File: src/rtl/pc_sequencer_if.sv
// pc_sequencer_if
// Bundles the control inputs and fetch/status outputs of pc_sequencer.
//   master : the control side (decode/branch unit, or a testbench).
//            Drives start_pc, stall, halt, branch_taken, branch_target,
//            jump, call, ret and jump_target.
//   slave  : the sequencer itself. Drives pc, pc_valid, halted,
//            ras_empty, ras_full, ras_overflow and ras_underflow.
// Parameter WIDTH sets the PC/target width and must match the sequencer.
interface pc_sequencer_if #(
  parameter int WIDTH = 32
);
  logic [WIDTH-1:0] start_pc;
  logic             stall;
  logic             halt;
  logic             branch_taken;
  logic [WIDTH-1:0] branch_target;
  logic             jump;
  logic             call;
  logic             ret;
  logic [WIDTH-1:0] jump_target;
  logic [WIDTH-1:0] pc;
  logic             pc_valid;
  logic             halted;
  logic             ras_empty;
  logic             ras_full;
  logic             ras_overflow;
  logic             ras_underflow;

  modport master (
    output start_pc, stall, halt, branch_taken, branch_target,
           jump, call, ret, jump_target,
    input  pc, pc_valid, halted, ras_empty, ras_full,
           ras_overflow, ras_underflow
  );

  modport slave (
    input  start_pc, stall, halt, branch_taken, branch_target,
           jump, call, ret, jump_target,
    output pc, pc_valid, halted, ras_empty, ras_full,
           ras_overflow, ras_underflow
  );
endinterface

File: src/rtl/pc_sequencer.sv
// pc_sequencer
// Program-counter sequencer for the fetch stage. Holds the architectural PC,
// advances it by STEP per instruction, and redirects on branch, jump,
// call and return. A circular return-address stack (RAS) backs call/ret.
//
// Ports:
//   CLK    : clock; every state update happens on the FALLING edge
//   RESET  : synchronous, active-low reset (loads bus.start_pc)
//   bus    : pc_sequencer_if.slave - controls in, pc/status out
//
// Parameters:
//   WIDTH     : PC and target width in bits
//   STEP      : byte increment per sequential instruction
//   RAS_DEPTH : return-address stack entries (power of two, >= 2)
//
// Build option:
//   PC_SEQ_RAS_EN : when defined the RAS is built. When undefined no
//                   storage exists, call acts as jump, ret is ignored,
//                   ras_empty reads 1 and the other RAS flags read 0.
//
// All outputs come straight from registers.
module pc_sequencer #(
  parameter int WIDTH     = 32,
  parameter int STEP      = 4,
  parameter int RAS_DEPTH = 4
) (
  input logic           CLK,
  input logic           RESET,
  pc_sequencer_if.slave bus
);

  typedef enum logic [1:0] {
    ST_INIT   = 2'd0,
    ST_RUN    = 2'd1,
    ST_HALTED = 2'd2
  } state_t;

  state_t           state_reg, state_next;
  logic [WIDTH-1:0] pc_reg, pc_next;
  logic [WIDTH-1:0] pc_inc;
  logic             pc_valid_reg, pc_valid_next;
  logic             halted_reg, halted_next;

  // Sequential successor; wraps modulo 2^WIDTH with no flag.
  assign pc_inc = pc_reg + WIDTH'(STEP);

`ifdef PC_SEQ_RAS_EN
  localparam int PTR_W = $clog2(RAS_DEPTH);
  localparam int CNT_W = PTR_W + 1;
  localparam logic [CNT_W-1:0] CNT_FULL = CNT_W'(RAS_DEPTH);

  // sp_reg points at the next slot to write; the top of stack sits one
  // below it. When the stack is full, sp_reg also points at the oldest
  // entry, so a push there overwrites it naturally.
  logic [WIDTH-1:0] ras_mem [RAS_DEPTH];
  logic [PTR_W-1:0] sp_reg, sp_next;
  logic [CNT_W-1:0] cnt_reg, cnt_next;
  logic             ras_empty_reg, ras_full_reg;
  logic             ovf_reg, ovf_next;
  logic             unf_reg, unf_next;
  logic             push, pop;
  logic [WIDTH-1:0] ras_top;

  assign ras_top = ras_mem[sp_reg - PTR_W'(1)];
`else
  // ret has no meaning without the stack.
  logic unused_ret;
  assign unused_ret = bus.ret;
`endif

  // Next-state and next-PC selection.
  always_comb begin
    state_next    = state_reg;
    pc_next       = pc_reg;
    pc_valid_next = pc_valid_reg;
    halted_next   = halted_reg;
`ifdef PC_SEQ_RAS_EN
    push     = 1'b0;
    pop      = 1'b0;
    ovf_next = ovf_reg;
    unf_next = unf_reg;
`endif
    case (state_reg)
      ST_INIT: begin
        // First edge after reset only qualifies start_pc; controls ignored.
        if (!bus.stall) begin
          state_next    = ST_RUN;
          pc_valid_next = 1'b1;
        end
      end
      ST_RUN: begin
        if (!bus.stall) begin
          if (bus.halt) begin
            state_next    = ST_HALTED;
            pc_valid_next = 1'b0;
            halted_next   = 1'b1;
          end
`ifdef PC_SEQ_RAS_EN
          else if (bus.ret) begin
            // ret outranks call, so call+ret pops (or underflows) only.
            if (cnt_reg == '0) begin
              pc_next  = pc_inc;
              unf_next = 1'b1;
            end else begin
              pc_next = ras_top;
              pop     = 1'b1;
            end
          end else if (bus.call) begin
            pc_next = bus.jump_target;
            push    = 1'b1;
            if (cnt_reg == CNT_FULL) begin
              ovf_next = 1'b1;
            end
          end
`endif
          // Without the stack, call degenerates into a plain jump.
          else if (bus.jump || bus.call) begin
            pc_next = bus.jump_target;
          end else if (bus.branch_taken) begin
            pc_next = bus.branch_target;
          end else begin
            pc_next = pc_inc;
          end
        end
      end
      ST_HALTED: begin
        // Sticky until reset.
      end
      default: begin
        state_next = ST_INIT;
      end
    endcase
  end

  always_ff @(negedge CLK) begin
    if (!RESET) begin
      state_reg    <= ST_INIT;
      pc_reg       <= bus.start_pc;
      pc_valid_reg <= 1'b0;
      halted_reg   <= 1'b0;
    end else begin
      state_reg    <= state_next;
      pc_reg       <= pc_next;
      pc_valid_reg <= pc_valid_next;
      halted_reg   <= halted_next;
    end
  end

`ifdef PC_SEQ_RAS_EN
  // Occupancy saturates at RAS_DEPTH; pushing while full only moves sp.
  always_comb begin
    sp_next  = sp_reg;
    cnt_next = cnt_reg;
    if (push) begin
      sp_next = sp_reg + PTR_W'(1);
      if (cnt_reg != CNT_FULL) begin
        cnt_next = cnt_reg + CNT_W'(1);
      end
    end else if (pop) begin
      sp_next  = sp_reg - PTR_W'(1);
      cnt_next = cnt_reg - CNT_W'(1);
    end
  end

  always_ff @(negedge CLK) begin
    if (!RESET) begin
      sp_reg        <= '0;
      cnt_reg       <= '0;
      ras_empty_reg <= 1'b1;
      ras_full_reg  <= 1'b0;
      ovf_reg       <= 1'b0;
      unf_reg       <= 1'b0;
    end else begin
      sp_reg        <= sp_next;
      cnt_reg       <= cnt_next;
      ras_empty_reg <= (cnt_next == '0);
      ras_full_reg  <= (cnt_next == CNT_FULL);
      ovf_reg       <= ovf_next;
      unf_reg       <= unf_next;
    end
  end

  // Storage has no reset; contents are only read when cnt_reg says valid.
  always_ff @(negedge CLK) begin
    if (RESET && push) begin
      ras_mem[sp_reg] <= pc_inc;
    end
  end

  assign bus.ras_empty     = ras_empty_reg;
  assign bus.ras_full      = ras_full_reg;
  assign bus.ras_overflow  = ovf_reg;
  assign bus.ras_underflow = unf_reg;
`else
  assign bus.ras_empty     = 1'b1;
  assign bus.ras_full      = 1'b0;
  assign bus.ras_overflow  = 1'b0;
  assign bus.ras_underflow = 1'b0;
`endif

  assign bus.pc       = pc_reg;
  assign bus.pc_valid = pc_valid_reg;
  assign bus.halted   = halted_reg;

endmodule

File: src/flat_wrapper.sv
// flat-port wrapper written by rule: the top's interface ports become plain ports
module pc_sequencer_flat 
#(
  parameter int WIDTH     = 32,
  parameter int STEP      = 4,
  parameter int RAS_DEPTH = 4
)
  (CLK, RESET, bus_start_pc, bus_stall, bus_halt, bus_branch_taken, bus_branch_target, bus_jump, bus_call, bus_ret, bus_jump_target, bus_pc, bus_pc_valid, bus_halted, bus_ras_empty, bus_ras_full, bus_ras_overflow, bus_ras_underflow);
  pc_sequencer_if #(.WIDTH(WIDTH)) bus_i ();
  input logic CLK;
  input logic RESET;
  input wire logic [$bits(bus_i.start_pc)-1:0] bus_start_pc;
  input wire logic [$bits(bus_i.stall)-1:0] bus_stall;
  input wire logic [$bits(bus_i.halt)-1:0] bus_halt;
  input wire logic [$bits(bus_i.branch_taken)-1:0] bus_branch_taken;
  input wire logic [$bits(bus_i.branch_target)-1:0] bus_branch_target;
  input wire logic [$bits(bus_i.jump)-1:0] bus_jump;
  input wire logic [$bits(bus_i.call)-1:0] bus_call;
  input wire logic [$bits(bus_i.ret)-1:0] bus_ret;
  input wire logic [$bits(bus_i.jump_target)-1:0] bus_jump_target;
  output wire logic [$bits(bus_i.pc)-1:0] bus_pc;
  output wire logic [$bits(bus_i.pc_valid)-1:0] bus_pc_valid;
  output wire logic [$bits(bus_i.halted)-1:0] bus_halted;
  output wire logic [$bits(bus_i.ras_empty)-1:0] bus_ras_empty;
  output wire logic [$bits(bus_i.ras_full)-1:0] bus_ras_full;
  output wire logic [$bits(bus_i.ras_overflow)-1:0] bus_ras_overflow;
  output wire logic [$bits(bus_i.ras_underflow)-1:0] bus_ras_underflow;
  assign bus_i.start_pc = bus_start_pc;
  assign bus_i.stall = bus_stall;
  assign bus_i.halt = bus_halt;
  assign bus_i.branch_taken = bus_branch_taken;
  assign bus_i.branch_target = bus_branch_target;
  assign bus_i.jump = bus_jump;
  assign bus_i.call = bus_call;
  assign bus_i.ret = bus_ret;
  assign bus_i.jump_target = bus_jump_target;
  assign bus_pc = bus_i.pc;
  assign bus_pc_valid = bus_i.pc_valid;
  assign bus_halted = bus_i.halted;
  assign bus_ras_empty = bus_i.ras_empty;
  assign bus_ras_full = bus_i.ras_full;
  assign bus_ras_overflow = bus_i.ras_overflow;
  assign bus_ras_underflow = bus_i.ras_underflow;
  pc_sequencer #(.WIDTH(WIDTH), .STEP(STEP), .RAS_DEPTH(RAS_DEPTH)) u_core (.CLK(CLK), .RESET(RESET), .bus(bus_i));
endmodule
File: config.mk
export PLATFORM = sky130hd
export DESIGN_NAME = pc_sequencer_flat
export DESIGN_NICKNAME = d
export VERILOG_FILES = /design/src/rtl/pc_sequencer_if.sv /design/src/rtl/pc_sequencer.sv /design/src/flat_wrapper.sv
export SDC_FILE = /design/constraint.sdc
export NUM_CORES = 1
export LEC_CHECK = 0
export ABC_AREA = 1
export CORE_ASPECT_RATIO = 0.9
export CORE_MARGIN = 2
export CORE_UTILIZATION = 35
export DETAILED_ROUTE_END_ITERATION = 8
export PLACE_DENSITY = 0.68
export SLEW_MARGIN = 20
export SYNTH_ARGS = -nofsm -noshare
export SYNTH_HDL_FRONTEND = slang
export SYNTH_SLANG_ARGS = --single-unit
File: constraint.sdc
create_clock -name CLK -period 2.56 [get_ports CLK]
set_input_delay 0.512 -clock CLK [delete_from_list [all_inputs] [get_ports CLK]]
set_output_delay 0.512 -clock CLK [all_outputs]
set_load 0.05 [all_outputs]
==> impl_results.md, run 1 <==
- Status: complete, but fails checks
- Failing checks: setup timing
- Hold_sp: u_core.bus.halted
- Largest net degree at the start of global routing: 31
- VDD IR max: 0.273 mV
- Critical Path Max Stage Delay: 0.45 ns
- Clock skew: 0.0191 ns
- Post-synth EDFFs: 32
- Vias in the first global route: 3,957
- CTS Buffer Depth: 2
- I/O pin cnt: about 140
- Post-DP HPWL: about 8 mm
- Fin cells: 822
- Core box area: roughly 8500 um^2
- Dpl ws: -0.586 ns
- Via density: 4.82
- Hold Fails Final Rpt: 0
- Final Setup Violations: 34
- Initial antenna violation count: 0
- DRT iter0 DRCs: 206
- R2r startpoint: u_core.bus.pc[2]
- Max FFs per register: 32
- RSZ-0062 raised after global routing: true
- Antenna fix cells: 0
- WP data arrival: 2.29 ns
- Clk slew on worst S/H paths: 0.04 ns
- Hold path endpoint: u_core.bus.halted
- Reg-to-reg endpoint: u_core.bus.pc[20]
- Synth warn: 0
- Via count: 3,961
- R2r worst-path depth: 11
- First-pass GRT wire length: 17.5 mm
- Pwr per Cell Area: 426 nW/um^2
- CP max stage cell: edfxtp_1
- WP buf/inv: 1
- Max Cap Viol: 0
- Post-Syn Area: 3020 um^2
- Drt drc: 0
- Most common library cell in the layout ignoring fill and taps: nor2_1
- Die H: 92.1 um
- Fraction of registers with async set/reset: 0
- Worst Hold Depth: 2
- Critical path's top delay family: flip-flops
- Critical path startpoint category: flip-flop
- Kind of critical path: reg2out
- Initial Util: 0.356
- Synth Flop Type: edfxtp_1
- Per-cell routed wire length: 13.9 um
- Fraction of layout cells with a size suffix above 1: 0.240
- Crit path required time: 2.05 ns
- GR Overflow Total: 0
- Gr usage total: 0.233
- Register area share after synthesis: 0.345
- LEAKAGE: roughly 2.6 nW
- Reg-to-reg setup timing slack: approximately 0.37 ns
- # H-tree levels: 2
- Post-Place Cells: 746
- CP Capture Type: output port
- Critical-path cell list: buf_12
- Cells after Synth: 470
- Syn Area/Cell: 6.43 um^2
- Drt pass-1 iters: 5
- Clock Latency Late Sink: approximately 0.37 ns
- #FFs+latches synth: 36
- Setup ws final: -0.239 ns
- Area Growth Syn to Fin: 91.8%
- CTS Sinks: 36
- Final Power: ~2.5 mW
- Final ANT Viol Nets: 0
- RD Place Congestion: 0.890
- CTS tree: built
- Hold WC Path Type: reg2reg
- Yosys cell types: 27
- Area of the die: about 9400 um^2
- Row count: 32
- Port Buffer Count: around 140
- Commonest cells after routing, fill and taps aside: nor2_1, nand2_1, clkdlybuf4s50_1, inv_1, buf_4
- Clock Tree Root: clkbuf_8
- Routed WL: approximately 11 mm
- Max-slew violations: 0
- NumNets Final: 807
- Crit path max fanout: 2
- Cts bufs inserted: 5
- Hold Buf Count CTS: 0
- Die Wd: between 100 and 150 um
- Fillers: 728
## area by class of cell
type	count	area (um^2)	share of cell area
timing repair buffer	209	2370	0.408
multi-input combinational	380	1850	0.319
sequential	36	1040	0.180
clock inverter	39	180	0.0311
tap	119	149	0.0257
inverter	34	140	0.0242
clock buffer	5	68.8	0.0119
## metal layers
| metal | vias up | GRT usage | share of wire |
|---|---|---|---|
| met2 | 172 | 0.398 | 0.50 |
| met5 | - | 0 | 0 |
| met4 | 0 | 0.0878 | 0.022 |
| met1 | 1779 | 0.276 | 0.39 |
| met3 | 25 | 0.0648 | 0.082 |
| li1 | 1985 | - | - |
## Yosys cell counts (all sizes together), types with 2 or more instances
cell / count / area (um^2)
nand2: 104 / 405
edfxtp: 32 / 961
a21oi: 71 / 378
xnor2: 3 / 26.3
buf: 9 / 57.6
or2: 3 / 18.8
o21ai: 16 / 80.1
xor2: 2 / 17.5
conb: 2 / 7.51
inv: 34 / 128
clkbuf: 14 / 82.6
nor2: 132 / 546
nand3: 39 / 195
dfxtp: 4 / 80.1
## metrics by stage
stage	hold WS (ns)	instance area (um^2)	utilization	TNS [ns]
final	0.468	5790	0.682	-6.18
after detailed placement	0.471	5220	0.615	-34.25
after global routing	0.498	5790	0.682	-7.47
after CTS	0.471	5650	0.666	-6.59
after global placement	0.463	5220	0.615	-33.20
after floorplan	0.455	3180	-	-0.647
## worst max-delay path by stage
stage | slack, ns | start | to | depth (start not counted)
after floorplan | -0.02 | bus_jump | u_core.bus.pc[25] | 5
after global placement | -0.54 | bus_branch_taken | u_core.bus.pc[24] | 6
after detailed placement | -0.59 | bus_branch_taken | u_core.bus.pc[23] | 7
after CTS | -0.25 | u_core.bus.pc[11] | bus_pc[11] | 1
after global routing | -0.27 | u_core.bus.pc[11] | bus_pc[11] | 1
final | -0.24 | u_core.bus.pc[11] | bus_pc[11] | 1
## cell families after synthesis
kind of cell    share of synthesized area
compound gates                      0.154
xor+xnor                           0.0145
simple gates                        0.390
flops                               0.345
buf+inv                            0.0899
other cells                       0.00249
fa+ha+maj                         0.00414
## tightest hold or removal path, stage by stage, from the launching register on
cell and delay, ns:
dfxtp_2 0.32, inv_1 0.05, a21oi_1 0.06
## power by group
group          internal [mW]  switching, mW  leakage [nW]
sequential             0.707         0.0480         0.344
clock                  0.366          0.375         0.250
combinational          0.502          0.472          1.97
## timing repair
item,4_1_cts,5_1_grt
resized for setup,12,15
gates cloned,2,3
setup endpoints to repair,98,58
pin swaps,3,4
setup buffers,19,9
(Power assumes the default switching activity.)
==> run 2: changes to the inputs <==
--- a/config.mk
+++ b/config.mk
@@ -11,6 +11,7 @@
 export CORE_UTILIZATION = 35
 export DETAILED_ROUTE_END_ITERATION = 8
 export PLACE_DENSITY = 0.68
+export REMOVE_ABC_BUFFERS = 1
 export SLEW_MARGIN = 20
 export SYNTH_ARGS = -nofsm -noshare
 export SYNTH_HDL_FRONTEND = slang
==> run 2 against run 1 <==
Against the previous run: the run still ends with setup timing left; die area unchanged; sequential cell count unchanged; non-clock buffer count up 11; power up 5.6%; highest routed layer unchanged; worst hold slack better by 0.0057 ns; utilization up 1.1 points; global-route usage up 0.10 points; combinational power up 2.3%; first-iteration DRC count down 3.9%; setup slack worse by 0.012 ns.
==> impl_results.md, run 2 (synthesis results as in run 1) <==
- Status: complete, but fails checks
- Failing checks: setup timing
- Max Cap Viol: 0 (unchanged)
- Gr usage total: 0.234 (+0.00103)
- Hold Fails Final Rpt: 0 (unchanged)
- Drt drc: 0 (unchanged)
- # H-tree levels: 2 (unchanged)
- CTS tree: built
- Crit path required time: 2.05 ns (about the same)
- RSZ-0062 raised after global routing: true
- Port Buffer Count: 136 (unchanged)
- Die H: 92.1 um (unchanged)
- Hold WC Path Type: reg2reg
- CTS Buffer Depth: 2 (unchanged)
- Most common library cell in the layout ignoring fill and taps: nor2_1
- Core box area: 8490 um^2 (unchanged)
- Initial Util: 0.356 (unchanged)
- Setup ws final: -0.251 ns (-0.0124 ns)
- RD Place Congestion: 0.893 (+0.26%)
- GR Overflow Total: 0 (unchanged)
- Antenna fix cells: 0 (unchanged)
- WP buf/inv: 1 (unchanged)
- Post-Place Cells: 743 (-0.40%)
- Setup tns final: -6.40 ns (-0.219 ns)
- Sw Share: 0.353 (-0.00959)
- NumNets Final: 816 (+1.1%)
- Per-cell routed wire length: 14.1 um (+1.6%)
- Final ANT Viol Nets: 0 (unchanged)
- Largest net degree at the start of global routing: 34 (+9.7%)
- CP max stage cell: edfxtp_1
- Logic pwr share: 0.382 (-0.012)
- Row count: 32 (unchanged)
- Fin cells: 831 (+1.1%)
- I/O pin cnt: 142 (unchanged)
- Seq pwr share: 0.290 (-0.016)
- VDD IR max: 0.228 mV (-16%)
- R2r worst-path depth: 12 (+1)
- Via density: 4.82 (about the same)
- Clock Tree Root: clkbuf_8
- Int Pwr: 1.69 mW (+7.2%)
- Pwr per Cell Area: 443 nW/um^2 (+4.0%)
- CTS Sinks: 36 (unchanged)
- Via count: 4,002 (+1.0%)
- Switching power: 0.920 mW (+2.9%)
- Drt pass-1 iters: 5 (unchanged)
- Critical-path cell list: buf_12
- Critical path startpoint category: flip-flop
- Final Power: 2.61 mW (+5.6%)
- Kind of critical path: reg2out
- Crit path max fanout: 2 (unchanged)
- DRT iter0 DRCs: 198 (-3.9%)
- Clock Latency Late Sink: 0.37 ns (about the same)
- First-pass GRT wire length: 17.7 mm (+0.75%)
- Hold Buf Count CTS: 0 (unchanged)
- Dpl ws: -0.610 ns (-0.0241 ns)
- LEAKAGE: 2.64 nW (+3.0%)
- Max FFs per register: 32 (unchanged)
- CP Capture Type: output port
- Area of the die: 9390 um^2 (unchanged)
- Commonest cells after routing, fill and taps aside: nor2_1, nand2_1, clkdlybuf4s50_1, buf_4, inv_1
- Worst path depth: 1 (unchanged)
- Worst setup path endpoint: bus_pc[3]
- Die Wd: 102 um (unchanged)
- Area Growth Syn to Fin: 94.8%
- Routed WL: 11.7 mm (+2.7%)
- Fraction of layout cells with a size suffix above 1: 0.233 (-0.00725)
- Critical path's top delay family: flip-flops
- Clk pwr share: 0.329 (+0.029)
- Post-DP HPWL: 7.73 mm (-3.2%)
- WP data arrival: 2.30 ns (about the same)
- Max-slew violations: 0 (unchanged)
- Reg-to-reg endpoint: u_core.bus.pc[28]
- Clk slew on worst S/H paths: 0.05 ns (about the same)
- R2r startpoint: u_core.bus.pc[3]
- Clock skew: 0.0192 ns (+0.0000554 ns)
- Vias in the first global route: 3,931 (-0.66%)
- Critical Path Max Stage Delay: 0.46 ns (about the same)
- Cts bufs inserted: 5 (unchanged)
- Initial antenna violation count: 0 (unchanged)
- Crit. Startpoint: u_core.bus.pc[3]
- Final Setup Violations: 34 (unchanged)
- Reg-to-reg setup timing slack: 0.53 ns (+0.16 ns)
==> run 2: cell count changes in the layout (fill, tap and decap cells not counted), sizes merged <==
cell	previous run	this run
buf	106	113
dlygate4sd2	2	3
bufinv	1	2
clkinv	3	2
clkinvlp	0	1
clkbuf	10	13
inv	69	68
nand2	106	104
==> run 2: repair_timing <==
action | 4_1_cts | 5_1_grt
setup endpoints to repair | 98 | 59
pin swaps | 2 | 3
buffers inserted | 22 | 16
cloned | 2 | 5
gates resized for setup | 26 | 13
==> run 2: layout make-up <==
type,instances,area (um^2)
fill,737,2600
timing repair buffer,220,2520
multi-input combinational,378,1760
sequential,36,1040
clock inverter,39,200
tap,119,149
inverter,34,136
clock buffer,5,68.8
==> run 2: metal layers <==
layer	wire (um)	part of all wire	vias up	global-route usage
met3	1080	0.093	7	0.0793
met1	4890	0.42	1824	0.284
met5	0	0	-	0
li1	-	-	2002	-
met4	62	0.0053	0	0.0767
met2	5670	0.48	169	0.387
==> run 2: power groups by stage <==
stage                     Sequential, mW  Combinational, mW  Clock, mW
final                              0.756              0.996      0.858
after global routing               0.758               1.06      0.943
after CTS                          0.755              0.932      0.878
after detailed placement           0.768              0.864     0.0868
after global placement             0.766              0.855     0.0868
after floorplan                    0.907              0.221     0.0868
==> run 2: worst min path at each step <==
| stage | start | end | slack, ns | depth (start not counted) |
|---|---|---|---|---|
| CTS | u_core.bus.halted | u_core.bus.halted | 0.48 | 2 |
| global placement | u_core.state_reg[1] | u_core.state_reg[1] | 0.47 | 2 |
| finish | u_core.bus.halted | u_core.bus.halted | 0.47 | 2 |
| global route | u_core.bus.halted | u_core.bus.halted | 0.51 | 2 |
| detailed placement | u_core.bus.halted | u_core.bus.halted | 0.49 | 2 |
| floorplan | u_core.state_reg[1] | u_core.state_reg[1] | 0.46 | 2 |
==> run 2: per-stage QoR <==
| stage | cell area [um^2] | hold slack (ns) | util |
|---|---|---|---|
| final | 5880 | 0.474 | 0.693 |
| after global routing | 5880 | 0.507 | 0.693 |
| after CTS | 5620 | 0.479 | 0.662 |
| after detailed placement | 5090 | 0.492 | 0.600 |
| after global placement | 5090 | 0.466 | 0.600 |
| after floorplan | 2890 | 0.457 | - |
==> run 3: changes to the inputs <==
--- a/config.mk
+++ b/config.mk
@@ -10,9 +10,9 @@
 export CORE_MARGIN = 2
 export CORE_UTILIZATION = 35
 export DETAILED_ROUTE_END_ITERATION = 8
+export GPL_ROUTABILITY_DRIVEN = 1
 export PLACE_DENSITY = 0.68
 export REMOVE_ABC_BUFFERS = 1
-export SLEW_MARGIN = 20
 export SYNTH_ARGS = -nofsm -noshare
 export SYNTH_HDL_FRONTEND = slang
 export SYNTH_SLANG_ARGS = --single-unit
==> results of run 3 <==
The final DEF is identical to that of run 2; final timing and power are the same.
